==> config.mk <==
export PLATFORM = sky130hd
export DESIGN_NAME = data_axi_bridge
export DESIGN_NICKNAME = d
export VERILOG_FILES = /design/src/rtl/data_axi_bridge_pkg.sv /design/src/rtl/kseg_map.sv /design/src/rtl/data_axi_bridge.sv
export SDC_FILE = /design/constraint.sdc
export NUM_CORES = 1
export LEC_CHECK = 0
export ABC_AREA = 0
export BUFFER_PORTS_ARGS = -buffer_cell sky130_fd_sc_hd__buf_2
export CORE_MARGIN = 5
export CORE_UTILIZATION = 40
export CTS_CLUSTER_DIAMETER = 100
export DETAILED_ROUTE_END_ITERATION = 10
export PLACE_DENSITY_LB_ADDON = 0.08
export SYNTH_ARGS = -nofsm -noshare
export SYNTH_HDL_FRONTEND = slang
export SYNTH_SLANG_ARGS = --single-unit
==> constraint.sdc <==
create_clock -name clk -period 1.71 [get_ports clk]
set_input_delay 0.0855 -clock clk [delete_from_list [all_inputs] [get_ports clk]]
set_output_delay 0.0855 -clock clk [all_outputs]
set_load 0.01 [all_outputs]
==> src/rtl/data_axi_bridge_pkg.sv <==
// Shared AXI bridge definitions: bridge state encoding, response codes, fixed AXI fields.
// No logic and no latency; the fixed fields are consumed by the SoC-level wrapper.
// No flow control of its own; the handshake rules live in the bridges that import it.
package axi_defs;

  typedef enum logic [2:0] {
    IDLE  = 3'd0,
    RADDR = 3'd1,
    RDATA = 3'd2,
    WREQ  = 3'd3,
    WRESP = 3'd4,
    DONE  = 3'd5
  } busState_t;

  localparam logic [1:0] RESP_OKAY      = 2'b00;
  localparam logic [3:0] AXI_ID         = 4'd1;
  localparam logic [7:0] AXI_LEN        = 8'd0;
  localparam logic [2:0] AXI_SIZE       = 3'b010;
  localparam logic [1:0] AXI_BURST_INCR = 2'b01;

  // kseg0 (3'b100) and kseg1 (3'b101) are direct-mapped windows onto the low 512 MiB.
  function automatic logic isUnmapped(input logic [2:0] topBits);
    return (topBits == 3'b100) || (topBits == 3'b101);
  endfunction

endpackage

==> src/rtl/kseg_map.sv <==
// Virtual-to-physical address mapper shared by the data- and instruction-side bridges.
// Purely combinational, zero latency.
// No backpressure; the address is passed straight through to the caller.
module kseg_map
  import axi_defs::*;
#(
  parameter bit ENABLE = 1'b1
) (
  input  logic [31:0] vaddr,
  output logic [31:0] paddr
);

  always_comb begin
    paddr = vaddr;
    if (ENABLE && isUnmapped(vaddr[31:29])) begin
      paddr[31:29] = 3'b000;
    end
  end

endmodule

==> src/rtl/data_axi_bridge.sv <==
// Data-side bridge: turns the memory-stage SRAM-style request into one single-beat AXI4 read or write.
// Latency: 4 cycles request->DONE with a zero-wait slave (IDLE, RADDR/WREQ, RDATA/WRESP, DONE).
// Backpressure: d_stall holds the pipeline until DONE; AXI valids stay up until their ready arrives.
module data_axi_bridge
  import axi_defs::*;
#(
  parameter bit KSEG_MAP   = 1'b1,
  parameter bit RESP_CHECK = 1'b1
) (
  input  logic        clk,
  input  logic        resetn,
  input  logic        data_en,
  input  logic [3:0]  data_wen,
  input  logic [31:0] data_addr,
  input  logic [31:0] data_wdata,
  output logic [31:0] data_rdata,
  input  logic        longest_stall,
  output logic        d_stall,
  output logic        bus_err,
  output logic [31:0] araddr,
  output logic        arvalid,
  input  logic        arready,
  input  logic [31:0] rdata,
  input  logic [1:0]  rresp,
  input  logic        rvalid,
  output logic        rready,
  output logic [31:0] awaddr,
  output logic        awvalid,
  input  logic        awready,
  output logic [31:0] wdata,
  output logic [3:0]  wstrb,
  output logic        wvalid,
  input  logic        wready,
  input  logic [1:0]  bresp,
  input  logic        bvalid,
  output logic        bready
);

  busState_t   state, nextState;
  logic [31:0] physAddr;
  logic [31:0] addrReg;
  logic [31:0] wdataReg;
  logic [3:0]  wenReg;
  logic        awDone, wDone;
  logic        rFire, awFire, wFire, bFire;

  kseg_map #(.ENABLE(KSEG_MAP)) uKsegMap (
    .vaddr (data_addr),
    .paddr (physAddr)
  );

  always_ff @(posedge clk or negedge resetn) begin
    if (!resetn) begin
      state <= IDLE;
    end else begin
      state <= nextState;
    end
  end

  always_comb begin
    nextState = state;
    arvalid   = 1'b0;
    rready    = 1'b0;
    awvalid   = 1'b0;
    wvalid    = 1'b0;
    bready    = 1'b0;
    case (state)
      IDLE: begin
        if (data_en) begin
          nextState = (data_wen == 4'b0000) ? RADDR : WREQ;
        end
      end
      RADDR: begin
        arvalid = 1'b1;
        if (arready) nextState = RDATA;
      end
      RDATA: begin
        rready = 1'b1;
        if (rvalid) nextState = DONE;
      end
      WREQ: begin
        // AW and W are independent channels; either may complete first or both together.
        awvalid = ~awDone;
        wvalid  = ~wDone;
        if ((awDone || awready) && (wDone || wready)) nextState = WRESP;
      end
      WRESP: begin
        bready = 1'b1;
        if (bvalid) nextState = DONE;
      end
      DONE: begin
        // Holding here while the pipeline is frozen keeps the same request from being reissued.
        if (!longest_stall) nextState = IDLE;
      end
      default: nextState = IDLE;
    endcase
  end

  assign rFire  = rvalid & rready;
  assign awFire = awvalid & awready;
  assign wFire  = wvalid & wready;
  assign bFire  = bvalid & bready;

  assign d_stall = data_en & (state != DONE);

  always_ff @(posedge clk or negedge resetn) begin
    if (!resetn) begin
      addrReg    <= 32'd0;
      wdataReg   <= 32'd0;
      wenReg     <= 4'd0;
      awDone     <= 1'b0;
      wDone      <= 1'b0;
      data_rdata <= 32'd0;
      bus_err    <= 1'b0;
    end else begin
      if (state == IDLE && data_en) begin
        addrReg  <= physAddr & 32'hFFFF_FFFC;
        wdataReg <= data_wdata;
        wenReg   <= data_wen;
        awDone   <= 1'b0;
        wDone    <= 1'b0;
      end
      if (awFire) awDone <= 1'b1;
      if (wFire)  wDone  <= 1'b1;
      if (rFire)  data_rdata <= rdata;
      // Error is reported alongside normal completion; the transaction is not retried.
      bus_err <= RESP_CHECK & ((rFire & (rresp != RESP_OKAY)) | (bFire & (bresp != RESP_OKAY)));
    end
  end

  assign araddr = addrReg;
  assign awaddr = addrReg;
  assign wdata  = wdataReg;
  assign wstrb  = wenReg;

endmodule

# Word level (Yosys, flattened, before mapping)
# Index checks and enable logic that the tools add are counted.
[totals]
register_bits = 104
output_inout_bits = 139
[classes]
eq_ne = 14
mux = 17
n_bitwise = 10
reduce_logical = 12
[ops]
columns = ["cell", "count"]
rows = [
  ["$mux W3", 7],
  ["$pmux W3 S6", 1],
  ["$eq A3 B3 Y1 const B", 4],
  ["$ne A2 B2 Y1 const B", 6],
  ["$mux W1", 8],
  ["$reduce_bool A2 Y1", 4],
  ["$and A1 B1 Y1", 7],
  ["$eq A3 B2 Y1 const B", 2],
  ["$reduce_and A6 Y1", 1],
  ["$logic_not A4 Y1", 1],
  ["$eq A3 B1 Y1 const B", 1],
  ["$logic_not A3 Y1", 1],
  ["$logic_or A1 B1 Y1", 3],
  ["$ne A3 B3 Y1 const B", 1],
  ["$logic_and A1 B1 Y1", 2],
  ["$mux W2", 1],
  ["$not A1 Y1", 2],
  ["$or A1 B1 Y1", 1],
]

# Depth between registers and ports, before layout
[depth]
depth_word = 5
ltp_mapped = 5
depth_no_buf = 3

# Cells and area by module
# Synthesis repeated with hierarchy kept, for this count alone.
[hier_totals]
cells_unflattened = 320
area_unflattened_um2 = 4757.1
[by_module_without_submodules]
columns = ["mod", "instances", "cells_per_inst", "area_per_inst_um2", "seq_area_each_um2"]
rows = [
  ["data_axi_bridge", 1, 287, 4516.8, 2602.5],
  ["kseg_map", 1, 33, 240.2, 0.0],
]

# Least setup slack after synthesis
# OpenSTA, ideal clock, no wires.
[synth_timing]
path_kind = "register -> register"
from = "register state[2]"
to = "register addrReg[10] (netlist: araddr[10])"
setup_time_ps = 125
t_arrival_ps = 1542
required_time_ps = 1585
setup_slack_ps = 43
path_stages_with_launch = 5
period_less_slack_ps = 1667
cell_sequence = "dfrtp_1 buf_6 nor4b_4 buf_6 mux2_4"
[synth_via]
elab_chain_len = 2
[synth_rtl]
columns = ["item", "line_no", "rtl"]
rows = [
  ["start: declaration", "data_axi_bridge.sv:39", "busState_t state, nextState;"],
  ["start signal: assignment", "data_axi_bridge.sv:56", "state <= nextState;"],
  ["$logic_not A3 Y1", "data_axi_bridge.sv:116", "if (state == IDLE && data_en) begin"],
  ["$logic_and A1 B1 Y1", "data_axi_bridge.sv:116", ""],
  ["end signal: assignment", "data_axi_bridge.sv:117", "addrReg <= physAddr & 32'hFFFF_FFFC;"],
  ["end: declaration", "data_axi_bridge.sv:41", "logic [31:0] addrReg;"],
]
# No other way between the ends.
# A chain may end at the register's enable or synchronous reset.

# Worst setup path after layout
[layout_timing]
from = "register state[0]"
to = "register data_rdata[9]"
[layout_via]
elab_chain_len = 3
[layout_rtl]
columns = ["item", "line_no", "rtl"]
rows = [
  ["$eq A3 B2 Y1", "data_axi_bridge.sv:67", "case (state)"],
  ["$mux W1", "data_axi_bridge.sv:67", ""],
  ["$and A1 B1 Y1", "data_axi_bridge.sv:99", "assign rFire = rvalid & rready;"],
  ["end signal: assignment", "data_axi_bridge.sv:125", "if (rFire) data_rdata <= rdata;"],
  ["end: declaration", "data_axi_bridge.sv:16", "output logic [31:0] data_rdata,"],
]
# No other way between the ends.

==> metrics <==
I/O Buffers=245; Post-CTS Resized=0; largest net degree at the start of global routing=43; Worst Skew=9.915 ps; status=complete, no violations; Layout fillers=854; # rows=39; maximum VDD drop=876.7 uV; Hold Crit Start=wready; final period utilization=0.9131; antenna fix cells=0; htree depth=3; Worst Path Max Fanout=32; vias in the first global route=3606; final wirelength=11550 um; Bufs and invs on worst path=1; Reg2Reg Depth=4; GP Congestion=0.7347; Hold Vio Cnt, Final=0; initial antenna violation count=0; first-pass GRT wire length=17640 um; Skew-Pair Late Insertion Delay=340 ps; area leader, netlist=dfrtp_1; top post-synthesis cells by area=dfrtp_1, mux2_4, buf_4; Syn Inst Count=293; fin nets=732; leakage power=3.575 nW; root buffer cell=clkbuf_16; DRC Markers=0; clk buf depth=2; vias per cell=4.458; reg2reg end=data_rdata[9]; most frequent cells in the layout=buf_2, dfrtp_1, dlygate4sd3_1; die area=0.01370 mm2; Startpoint Class=flip-flop; Hold WC Path Type=in -> reg; grt total ovfl=0; post-synthesis sequential area ratio=0.5678; origin of the critical flop-to-flop path=state[0]; achievable frequency=640.4 MHz; CP required=1920 ps; syn_area_per_cell=15.64 um2; end of the worst hold path=wDone; critical-path cell list=nand2b_1 > nor2_2 > buf_12 > mux2_2; hold_ws=10.10 ps; R2R Setup Slk=150 ps; minimum clock period=1561 ps; setup TNS=0 ps; Overall Global Routing Usage=0.1624; Worst path max stage delay=430 ps; most common cell after layout, fill and taps aside=buf_2; first-pass iteration count of the detailed router=4; Setup Viol. Count Final=0; Arr. time, crit path=1770 ps; synthesized area=0.004583 mm2; wire length per cell=15.06 um; register bit total from synthesis=104; max cap viols=0; Power Dens Cells=1708 mW/mm2; Yosys cell types=31; Max Slew Vio Count=0; CTS tree=yes; Hold Path Stages=3; DP HPWL=8024 um; Reg clk slew, reported paths=70 ps; top-level I/O count=252; Initial DRC Count=91; slowest CP cell=dfrtp_1; CP top delay family=flip-flops; routed via count=3419; layout cells sized above 1=0.5737; Die W=117.0 um; DIE HEIGHT=117.0 um; RSZ-0062 raised after global routing=no; Setup crit end kind=flip-flop; Clock Sinks=104; Inserted Clock Buffers=9; Synth Warn #=0; initial core utilization=0.4048; Layout area overhead=54.60%; post-synth top area share=0.5678; Core Area=0.01132 mm2; Crit Path Category=reg -> reg; number of nets with antenna violations after routing=0
[flip-flops by register name, indices dropped and copies added (netlist names)]
| name | cells |
|---|---|
| data_rdata | 32 |
| wdata | 32 |
| araddr | 30 |
| wstrb | 4 |
| state | 3 |
| awDone | 1 |
| bus_err | 1 |
| wDone | 1 |
[stage by stage]
stage | power, mW | area, um2 | util | cells | setup WS [ps]
6_report | 12.10 | 7086 | 0.6259 | 767 | 148.6
3_5_place_dp | 10.04 | 5802 | 0.5125 | 651 | 135.6
4_1_cts | 12.23 | 7076 | 0.6250 | 766 | 108.1
5_1_grt | 12.92 | 7086 | 0.6259 | 767 | 64.05
2_1_floorplan | 8.240 | 4594 | - | 296 | 43.17
3_3_place_gp | 9.988 | 5802 | 0.5125 | 651 | 124.0
[per-layer routing]
| metal | vias to the layer above | track usage | routed length [um] |
|---|---|---|---|
| li1 | 1625 | - | - |
| met5 | - | 0 | 0 |
| met1 | 1623 | 0.1957 | 4639 |
| met2 | 154 | 0.2783 | 5658 |
| met3 | 17 | 0.04422 | 1014 |
| met4 | 0 | 0.06116 | 239 |
[timing repair]
item | in CTS | in global routing
buffers inserted | 0 | 0
hold buffers | 99 | 1
hold endpoints to repair | 126 | 1
[area by class of cell]
class	instances	area, um2	share of cell area
Timing Repair Buffer	359	2410	0.3401
Clock inverter	5	40.04	0.005651
Clock buffer	11	242.7	0.03426
Sequential cell	104	2603	0.3673
Tap cell	143	178.9	0.02525
Multi-Input combinational cell	143	1604	0.2264
Inverter	2	7.507	0.001060
[where the power goes]
| group | switching, mW | total (mW) | internal (mW) |
|---|---|---|---|
| clock network | 0.898 | 1.94 | 1.04 |
| logic | 2.47 | 5.68 | 3.20 |
| registers | 0.768 | 4.49 | 3.72 |
[synth_stat cells]
cell type	number
o221ai_1	1
and2b_1	1
o22ai_1	1
nand3_1	3
nor3b_1	2
a32oi_1	1
a21boi_0	1
or4_1	1
o41ai_1	1
nand2b_1	4
o21ai_1	2
conb_1	1
nor4b_4	1
buf_4	37
inv_1	2
nor2_1	7
nor2b_1	3
mux2i_1	2
mux2_4	60
and3b_2	1
a21oi_1	2
clkbuf_1	1
o211ai_1	1
mux2_2	21
nand2_1	4
buf_6	9
mux2_1	15
o32ai_1	1
a21o_1	2
dfrtp_1	104
nor3_1	1
[how the worst max path moves through the flow]
stage	from	endpoint	slack [ps]	depth (start not counted)
2_1_floorplan	state[2]	araddr[10]	40	4
3_3_place_gp	state[2]	araddr[15]	120	4
3_5_place_dp	state[2]	wdata[26]	140	4
4_1_cts	state[2]	wdata[26]	110	4
5_1_grt	state[2]	awvalid	60	5
6_report	state[0]	data_rdata[9]	150	4
[tightest hold or removal path, stage by stage]
cell and delay, ps:
buf_2 110, nand2_1 50, mux2i_1 50
[logic make-up (layout without fill, tap and decap cells)]
kind of cell | Yosys count | in the layout | share of synthesized area
buffers and inverters | 49 | 377 | 0.08518
and+or+nand+nor | 28 | 28 | 0.03685
AOI/OAI and AO/OA | 13 | 13 | 0.01993
DFF | 104 | 104 | 0.5678
muxes | 98 | 98 | 0.2894
other | 1 | 4 | 0.0008182
Note: power is estimated with default switching activity, not from simulation.
